<file path="src/rtl/lcd_host.sv">
// LCD host: command FIFO feeding an image-processing controller, a 64x8 image ROM
// with a preload port, and a 64x8 result buffer with write counter and readback.
module lcd_host #(
    parameter int QDEPTH = 4
) (
    input  logic       clk,
    input  logic       reset,
    input  logic [2:0] q_cmd,
    input  logic       q_push,
    output logic       q_full,
    output logic [2:0] cmd,
    output logic       cmd_valid,
    input  logic       busy,
    input  logic       done,
    input  logic       IROM_EN,
    input  logic [5:0] IROM_A,
    output logic [7:0] IROM_Q,
    input  logic       IRB_RW,
    input  logic [5:0] IRB_A,
    input  logic [7:0] IRB_D,
    input  logic       rom_we,
    input  logic [5:0] rom_wa,
    input  logic [7:0] rom_wd,
    input  logic [5:0] rd_a,
    output logic [7:0] rd_q,
    output logic       frame_valid,
    output logic [7:0] wr_cnt
);

    localparam int PW = $clog2(QDEPTH);
    localparam int CW = PW + 1;

    typedef enum logic [1:0] {IDLE, ISSUE, GAP, DONE} state_t;

    state_t          state_reg;
    logic [2:0]      q_mem [QDEPTH];
    logic [PW-1:0]   rd_ptr_reg;
    logic [PW-1:0]   wr_ptr_reg;
    logic [CW-1:0]   count_reg;
    logic            push;
    logic            pop;
    logic            q_empty;

    logic [7:0]      rom_mem [64];
    logic [7:0]      irb_mem [64];

    // DONE forces full so the queue contents stay frozen after the frame completes.
    assign q_full  = (count_reg == CW'(QDEPTH)) || (state_reg == DONE);
    assign q_empty = (count_reg == '0);
    assign push    = q_push && !q_full;
    assign pop     = (state_reg == ISSUE);

    always_ff @(posedge clk) begin
        if (push) begin
            q_mem[wr_ptr_reg] <= q_cmd;
        end
    end

    always_ff @(posedge clk or negedge reset) begin
        if (!reset) begin
            rd_ptr_reg <= '0;
            wr_ptr_reg <= '0;
            count_reg  <= '0;
        end else begin
            if (push) begin
                wr_ptr_reg <= wr_ptr_reg + PW'(1);
            end
            if (pop) begin
                rd_ptr_reg <= rd_ptr_reg + PW'(1);
            end
            case ({push, pop})
                2'b10:   count_reg <= count_reg + CW'(1);
                2'b01:   count_reg <= count_reg - CW'(1);
                default: count_reg <= count_reg;
            endcase
        end
    end

    // Issue decisions use the registered count, so a freshly pushed entry waits an edge.
    always_ff @(posedge clk or negedge reset) begin
        if (!reset) begin
            state_reg   <= IDLE;
            cmd         <= 3'd0;
            cmd_valid   <= 1'b0;
            frame_valid <= 1'b0;
        end else if (done) begin
            state_reg   <= DONE;
            cmd_valid   <= 1'b0;
            frame_valid <= 1'b1;
        end else begin
            case (state_reg)
                IDLE: begin
                    if (!busy && !q_empty) begin
                        state_reg <= ISSUE;
                        cmd       <= q_mem[rd_ptr_reg];
                        cmd_valid <= 1'b1;
                    end
                end
                ISSUE: begin
                    state_reg <= GAP;
                    cmd_valid <= 1'b0;
                end
                GAP: begin
                    state_reg <= IDLE;
                end
                default: begin
                    state_reg <= DONE;
                    cmd_valid <= 1'b0;
                end
            endcase
        end
    end

    always_ff @(posedge clk) begin
        if (rom_we) begin
            rom_mem[rom_wa] <= rom_wd;
        end
    end

    // Non-blocking read alongside the preload write returns the old word.
    always_ff @(posedge clk or negedge reset) begin
        if (!reset) begin
            IROM_Q <= 8'd0;
        end else if (!IROM_EN) begin
            IROM_Q <= rom_mem[IROM_A];
        end
    end

    always_ff @(posedge clk) begin
        if (!IRB_RW) begin
            irb_mem[IRB_A] <= IRB_D;
        end
    end

    always_ff @(posedge clk or negedge reset) begin
        if (!reset) begin
            wr_cnt <= 8'd0;
        end else if (!IRB_RW && (wr_cnt != 8'hFF)) begin
            wr_cnt <= wr_cnt + 8'd1;
        end
    end

    assign rd_q = irb_mem[rd_a];

endmodule

</file>
<file path="config.mk">
export PLATFORM = sky130hd
export DESIGN_NAME = lcd_host
export DESIGN_NICKNAME = d
export VERILOG_FILES = /design/src/rtl/lcd_host.sv
export SDC_FILE = /design/constraint.sdc
export NUM_CORES = 1
export LEC_CHECK = 0
export BUFFER_PORTS_ARGS = -buffer_cell sky130_fd_sc_hd__buf_2
export CORE_UTILIZATION = 50
export CTS_CLUSTER_SIZE = 12
export DETAILED_ROUTE_END_ITERATION = 6
export PLACE_DENSITY = 0.74
export SLEW_MARGIN = 0
export SYNTH_ARGS = -nofsm -noshare
export SYNTH_HDL_FRONTEND = slang
export SYNTH_SLANG_ARGS = --single-unit
</file>
<file path="constraint.sdc">
create_clock -name clk -period 4.18 [get_ports clk]
set_input_delay 1.045 -clock clk [delete_from_list [all_inputs] [get_ports clk]]
set_output_delay 1.045 -clock clk [all_outputs]
set_load 0.02 [all_outputs]
</file>
==> results, run 1 <==
- The average cell area after synthesis is around 22 sq um.
- In this run the number of H-tree levels came out at 3.
- At the later pin of the worst-skew pair, clock insertion delay measures slightly below 0.7 ns.
- Based on the critical path, the design can be clocked at up to 0.2362 GHz.
- The number of remaining DRC errors is 0.
- The post-synthesis to final-layout area growth is 14.59%.
- The post-layout worst setup margin is -0.05357 ns.
- The number of buffers added on ports is 80.
- In this run the worst setup path begins at rd_a[0].
- In the final layout, the registers with the most flip-flops are irb_mem (512), rom_mem (512), q_mem (12).
- The count of max-cap constraint violations is 0.
- Summing the sequential cell areas from Yosys gives between 70 and 80% of the chip area.
- After floorplanning, the core was divided into approximately 110 placement rows.
- For this run, the leading register cell type out of synthesis is sky130_fd_sc_hd__edfxtp_1.
- The count of vias placed by the detailed router is ~20000.
- The global-route wire length before repair is ~130000 um.
- The number of flops mapped to enable cells by yosys is just over 1000.
- about 80 I/O pins were placed.
- The worst IR drop on VDD is 0.5356 mV.
- The cell count after synthesis came out at between 1500 and 2000.
- The cell area after synthesis is around 41000 sq um.
- The clock-pin slew on the worst setup and hold paths is about 0.06 ns.
- The area of placed instances is roughly 44000 sq um.
- STA puts the critical path data required time at ~3.1 ns.
- Counting every net in the synthesized netlist gives 1941.
- The worst register-to-register path begins at state_reg[0]$_DFFE_PN0P_.
- The run finished, with violations left.
- The residual overflow from global routing is 0.
- The number of nets in the layout is 2143.
- The starting density of the core is 50.50%.
- By area the synthesized netlist is led by sky130_fd_sc_hd__edfxtp_1 75%, sky130_fd_sc_hd__mux4_2 15%, sky130_fd_sc_hd__dfrtp_1 1.8%, sky130_fd_sc_hd__nor2_1 1.3%, sky130_fd_sc_hd__mux2i_1 1.1%.
- The worst path in the final design needs a cycle of 4.234 ns, including I/O delays and setup.
- The number of iterations in the first detailed-routing pass is 6.
- The final reports fail on negative setup slack.
- The setup check on the worst reg-to-reg path leaves a slack of 1.83 ns.
- The TritonCTS clock tree is built.
- Summed over all layers, the routed wires come to between 80000 and 90000 um.
- The via count of the first global-routing pass is 20460.
- The TritonCTS sink count is roughly 1100.
- Summed over all nets, the half-perimeter wirelength after detailed placement is approximately 53000 um.
- In this run the power density over the cells is ~470 nW/um^2.
- Setup violations remaining at the end of the flow were counted as 5.
- The max-slew violation count is 0.
- The category of the critical setup timing path is in -> out.
- The global routing usage summed across all routing layers is 21.18%.
- The diode insertion count for antenna repair is 0.
- The tree is rooted in a sky130_fd_sc_hd__clkbuf_16.
- The final critical path takes up 101.3% of the cycle.
- In this run, post-CTS hold repair placed 0 buffers.
- In this run the deepest clock path goes through 3 buffers.
- The count of nets left with antenna violations once routing finished came out at 0.
- The width of the die is around 290 um.
- The die boundary height is 290.0 um.
- The slew at the pin closest to its max-slew limit is about 1.3 ns.
- Counting flops with an async set or reset pin after synthesis yields a share of 2.814%.
- The count of routing violations after the opening detailed-route iteration is 2050.
- The number of cells traversed by the worst register-to-register path is 10.
- The worst setup path is launched from a primary input.
- The cell taking the most area after synthesis is sky130_fd_sc_hd__edfxtp_1.
- The worst setup path is captured at an output port.
- The maximum fanout along the worst path is 7.
- The commonest cells after synthesis are 1036 x sky130_fd_sc_hd__edfxtp_1, 283 x sky130_fd_sc_hd__mux4_2, 146 x sky130_fd_sc_hd__nor2_1.
- The number of hold violations in the final report is 0.
- The arrival time at the worst endpoint is ~3.2 ns.
- The analysis attributes to cell leakage a power of about 15 nW.
- The area enclosed by the die boundary is 84090 sq um.
- The worst hold path class is in -> async.
- The number of buffers inserted during clock tree synthesis is 108.
- The Yosys step of the flow raised 0 warnings.
- Measured on the finished design, the core utilization comes to 57.87%.
- The finished layout cell area is approximately 48000 sq um.
- The global placement routability congestion is 0.8115.
- After detailed routing, the average wire length per cell comes to roughly 27 um.
- The most common cell in the synthesized netlist is sky130_fd_sc_hd__edfxtp_1.
- The headroom to the max-slew limit is between 10% and 20%.
- Cells with a size suffix above 1 make up between 30% and 40% of the layout.
- Clock skew on the completed layout was measured at about 0.017 ns.
- Yosys mapped the design onto 42 distinct sky130hd cell types.
- Dividing the detail-routed via count by the number of cells gives about 6.2.
- Summed over its instances, the top area cell type makes up between 70 and 80% of the synthesized netlist area.
- Entering global routing, the biggest net connects 65 pins.
- In this run, synthesis produced a sequential element count of 1066.
- Setup repair after global routing could not meet its margin everywhere.
- The core area is around 82000 sq um.
- The number of antenna violations at the first check in global routing is 0.
==> stage by stage <==
stage	cells	power (mW)	setup slack [ns]	hold WS [ns]	setup TNS, ns
2_1_floorplan	1879	13.08	0.07238	0.4641	0
3_3_place_gp	3017	13.62	-0.09195	0.4444	-0.4457
3_5_place_dp	3017	13.70	-0.1025	0.4448	-0.6044
4_1_cts	3206	22.67	-0.02829	0.4038	-0.1116
5_1_grt	3210	23.17	-0.06036	0.4640	-0.2896
6_report	3210	22.52	-0.05357	0.4337	-0.1195
==> critical path: stages <==
cell and delay (ns):
sky130_fd_sc_hd__clkbuf_16 0.15, sky130_fd_sc_hd__buf_12 0.16, sky130_fd_sc_hd__buf_12 0.14, sky130_fd_sc_hd__mux4_2 0.52, sky130_fd_sc_hd__mux4_2 0.50, sky130_fd_sc_hd__a211oi_2 0.23, sky130_fd_sc_hd__buf_4 0.18, sky130_fd_sc_hd__a21oi_1 0.05
sky130_fd_sc_hd__buf_4 0.19
==> where the power goes <==
part | switching, mW | leakage, nW | internal (mW)
logic | 0.876 | 3.94 | 0.679
clock network | 3.90 | 1.57 | 5.06
registers | 0.114 | 9.68 | 11.9
total | 4.89 | 15.2 | 17.6
==> area by class of cell <==
class / instances / area (sq um)
Timing Repair Buffer: 193 / 1795
Inverter: 10 / 37.54
Clock buffer: 131 / 2861
Tap cell: 1070 / 1339
Sequential cell: 1066 / 31860
Clock inverter: 38 / 364.1
Fill cell: 5614 / 34600
Multi-Input combinational cell: 702 / 9256
==> placed cells by master (no fill, tap or decap), types with 6 or more instances in the layout <==
cell type	instances
sky130_fd_sc_hd__edfxtp_1	1036
sky130_fd_sc_hd__mux4_2	283
sky130_fd_sc_hd__nor2_1	146
sky130_fd_sc_hd__clkbuf_16	111
sky130_fd_sc_hd__buf_4	80
sky130_fd_sc_hd__buf_2	67
sky130_fd_sc_hd__mux2i_1	43
sky130_fd_sc_hd__mux2_2	36
sky130_fd_sc_hd__dfrtp_1	30
sky130_fd_sc_hd__nand2_1	24
sky130_fd_sc_hd__buf_12	24
sky130_fd_sc_hd__clkbuf_1	18
sky130_fd_sc_hd__clkinv_1	17
sky130_fd_sc_hd__a22oi_1	16
sky130_fd_sc_hd__buf_6	13
sky130_fd_sc_hd__nand3_1	12
sky130_fd_sc_hd__nor2b_1	11
sky130_fd_sc_hd__inv_1	10
sky130_fd_sc_hd__ha_1	10
sky130_fd_sc_hd__xnor2_1	8
sky130_fd_sc_hd__o221ai_1	8
sky130_fd_sc_hd__o22ai_1	8
sky130_fd_sc_hd__a221oi_1	8
sky130_fd_sc_hd__a32oi_1	8
sky130_fd_sc_hd__o31ai_1	8
sky130_fd_sc_hd__clkinv_2	8
sky130_fd_sc_hd__and3_1	7
sky130_fd_sc_hd__buf_16	7
sky130_fd_sc_hd__nand3b_1	6
==> metal layers <==
layer	GRT usage, %	wire length [um]	share of wire [%]	vias up
met5	0	0	0	-
met4	7.797	3101	3.5	0
met3	3.960	7076	8.0	180
met2	34.76	43910	50	1000
met1	28.52	33820	38	10380
li1	-	-	-	8256
==> path summary, 6_finish.rpt <==
| path | to |
|---|---|
| worst max-delay path | rd_q[6] |
| worst min-delay path | IROM_Q[7]$_DFFE_PN0N_ |
| worst max register to register | count_reg[2]$_DFFE_PN0P_ |
| worst min register to register | frame_valid$_DFFE_PN0P_ |
| max in group asynchronous | wr_cnt[5]$_DFFE_PN0P_ |
| min in group clk | frame_valid$_DFFE_PN0P_ |
==> logic make-up after synthesis <==
kind of cell,after synthesis,synth area share (%)
flip-flops,1066,76.84
multiplexers,364,17.44
AND/OR/NAND/NOR,239,2.565
buffers and inverters,111,1.180
AO/OA/AOI/OAI,76,1.379
XOR/XNOR,12,0.2535
adder cells (fa/ha/maj),11,0.3500
==> repair_timing <==
item,CTS,global route
gates resized for setup,52,7
cloned,6,0
endpoints found under the setup margin,8,8
setup buffers,14,5
pin swaps,8,4
Note: power is estimated with default switching activity, not from simulation.
==> run 2, diff against run 1 <==
--- a/config.mk
+++ b/config.mk
@@ -5,11 +5,13 @@
 export SDC_FILE = /design/constraint.sdc
 export NUM_CORES = 1
 export LEC_CHECK = 0
+export ABC_CLOCK_PERIOD_IN_PS = 4180
 export BUFFER_PORTS_ARGS = -buffer_cell sky130_fd_sc_hd__buf_2
 export CORE_UTILIZATION = 50
 export CTS_CLUSTER_SIZE = 12
 export DETAILED_ROUTE_END_ITERATION = 6
 export PLACE_DENSITY = 0.74
+export SKIP_CTS_REPAIR_TIMING = 1
 export SLEW_MARGIN = 0
 export SYNTH_ARGS = -nofsm -noshare
 export SYNTH_HDL_FRONTEND = slang
==> run 2 against run 1 <==
Net effect:
- the flow still finishes with violations (negative setup slack)
- sequential power barely moved
- sequential share of layout area rose by 0.24 points
- clock-buffer cell count did not move
- routed wire length fell by 0.35%
- cell count barely moved
- power barely moved
- worst setup slack improved by 0.026 ns
- register-to-register slack barely moved
- highest routed layer unchanged
==> results, run 2 (same netlist as run 1, synthesis figures left out) <==
- The maximum number of pins on one net before global-route repair came to 65 (unchanged).
- The number of nets in the layout is 2140 (-0.14%).
- The headroom to the max-slew limit was 14.16% (-0.73 points).
- The number of buffers added on ports is 80 (unchanged).
- Leaving out fill and tap cells, the most frequent cell in the layout is sky130_fd_sc_hd__edfxtp_1.
- The post-route fraction of the period consumed by the critical path came to 100.7% (-0.63 points).
- The post-route minimum period is 4.207 ns (-0.02636 ns).
- The clock-pin slew on the worst setup and hold paths came to 0.06 ns (about the same).
- From synthesis to final layout, the design area changed by 14.19%.
- The number of nets with antenna violations after detailed routing is 0 (unchanged).
- The final reports fail on negative setup slack.
- The number of buffers inserted during clock tree synthesis is 108 (unchanged).
- The max-slew violation count came to 0 (unchanged).
- The worst hold path class is in -> async.
- The arrival time at the worst endpoint came to 3.16 ns (-0.03 ns).
- The diode insertion count for antenna repair is 0 (unchanged).
- The run finished, with violations left.
- The endpoint required time on the critical path is 3.13 ns (about the same).
- The core area is 82110 sq um (unchanged).
- The number of hold violations in the final report was 0 (unchanged).
- The fmax came to 0.2377 GHz (+0.63%).
- The count of fill cells added during filler insertion is 5644 (+0.53%).
- The number of antenna violations at the first check in global routing is 0 (unchanged).
- The via count of the first global-routing pass is 20330 (-0.65%).
- The count of vias placed by the detailed router is 19720 (-0.49%).
- The largest individual stage delay along the critical path comes from the cell sky130_fd_sc_hd__mux4_2.
- The worst clock skew came to 0.01259 ns (-0.004316 ns).
- The TritonCTS sink count came to 1066 (unchanged).
- The finished layout cell area came to 47350 sq um (-0.35%).
- On the critical path the largest part of the delay comes from multiplexers.
- The largest registers in the layout are irb_mem (512), rom_mem (512), q_mem (12).
- The number of remaining DRC errors came to 0 (unchanged).
- Setup repair after global routing could not meet its margin everywhere.
- The sum of routed wire length over all layers is 87600 um (-0.35%).
- Traced cell by cell, the critical path runs through buf_16 -> buf_12 -> buf_12 -> mux4_2 -> mux4_2 -> a211oi_2 -> buf_4 -> a21oi_1 -> buf_4.
- The setup path with the least slack is of type in -> out.
- The routed wire length per instance came to 27.31 um (-0.26%).
- The starting density of the core was 50.50% (unchanged).
- The delay of the slowest cell on the worst path is 0.52 ns (about the same).
- In the layout the commonest cells are 1036 x sky130_fd_sc_hd__edfxtp_1, 283 x sky130_fd_sc_hd__mux4_2, 146 x sky130_fd_sc_hd__nor2_1.
- The leakage power was 15.12 nW (-0.44%).
- The worst hold margin is 0.4383 ns (+0.004592 ns).
- The share of final-layout standard cells stronger than drive strength 1 came to 31.07% (-0.33 points).
- The residual overflow from global routing came to 0 (unchanged).
- The H-tree depth is 3 (unchanged).
- The worst IR drop on VDD is 0.5355 mV (about the same).
- The power per cell area is 475.2 nW/um^2 (+0.26%).
- The slew at the pin closest to its max-slew limit was 1.288 ns (+0.01101 ns).
- The worst slack at placement is -0.1025 ns (unchanged).
- The boundary pin count came to 81 (unchanged).
- The area of placed instances is 43680 sq um (unchanged).
- The die boundary height was 290.0 um (unchanged).
- The CTS root buffer is sky130_fd_sc_hd__clkbuf_16.
- The number of standard-cell rows in the floorplan is 105 (unchanged).
- The TritonCTS clock tree is built.
- The global routing usage summed across all routing layers is 20.85% (-0.33 points).
- The number of buffer and inverter instances along the worst setup path is 5 (unchanged).
- The per-cell via count in the routed design is 6.148 (-0.40%).
- The width of the die was 290.0 um (unchanged).
- STA classifies the critical path startpoint as a primary input.
- The endpoint type of the worst setup path is an output port.
- The setup TNS is -0.04122 ns (+0.07826 ns).
- The area enclosed by the die boundary was 84090 sq um (unchanged).
- The register-to-register path setup slack was 1.83 ns (about the same).
- The post-layout worst setup margin is -0.02720 ns (+0.02636 ns).
- The count of max-cap constraint violations is 0 (unchanged).
- The count of routing violations after the opening detailed-route iteration is 1999 (-2.5%).
- The global-route wire length before repair is 130300 um (-1.4%).
- The clock insertion delay at the later pin of the skew report is 0.67 ns (about the same).
- The number of iterations in the first detailed-routing pass was 5 (-1).
- The global placement routability congestion came to 0.8115 (unchanged).
- The post-route total power is 22.50 mW (about the same).
- The sum of net half-perimeters after detailed placement came to 52720 um (unchanged).
- The maximum fanout along the worst path is 9 (+2).
- The number of endpoints failing setup at the final stage is 2 (-3).
- The clock tree buffer depth is 3 (unchanged).
==> run 2: cell types whose count changed in the layout (fill, tap and decap cells not counted), sizes merged <==
cell / previous run / this run
clkbuf: 132 / 137
buf: 192 / 184
==> run 2: path summary, 6_finish.rpt <==
path | start | end | depth (start not counted)
worst max-delay path | rd_a[0] | rd_q[0] | 9
worst min-delay path | reset | IROM_Q[7]$_DFFE_PN0N_ | 1
worst max register to register | state_reg[0]$_DFFE_PN0P_ | count_reg[2]$_DFFE_PN0P_ | 10
worst min register to register | frame_valid$_DFFE_PN0P_ | frame_valid$_DFFE_PN0P_ | 1
max in group asynchronous | reset | wr_cnt[5]$_DFFE_PN0P_ | 1
min in group clk | frame_valid$_DFFE_PN0P_ | frame_valid$_DFFE_PN0P_ | 1
==> run 2: final cells by class <==
| type | count | area [sq um] | area share, % |
|---|---|---|---|
| well taps | 1070 | 1339 | 2.828 |
| multi-input cells | 702 | 9211 | 19.46 |
| clock buffers | 131 | 2861 | 6.044 |
| flip-flops and latches | 1066 | 31860 | 67.29 |
| clock inverters | 38 | 364.1 | 0.7690 |
| inverters | 10 | 37.54 | 0.07928 |
| repair buffers | 190 | 1673 | 3.533 |
==> run 2: through the flow <==
step,util [%],std cells
2_1_floorplan,-,1879
3_3_place_gp,53.20,3017
3_5_place_dp,53.20,3017
4_1_cts,57.13,3186
5_1_grt,57.66,3207
6_report,57.66,3207
==> run 2: per-layer routing <==
layer  global-route usage, %  part of all wire [%]  wire, um
met5                       0                     0         0
met4                   8.018                   3.2      2816
met3                   3.937                   7.8      6801
met2                   34.22                    50     44110
met1                   27.91                    39     33870
==> run 2: where the power goes <==
part | total, mW | internal, mW | switching (mW)
clock | 8.96 | 5.06 | 3.90
sequential | 12.0 | 11.9 | 0.114
combinational | 1.53 | 0.659 | 0.869
total | 22.5 | 17.6 | 4.88
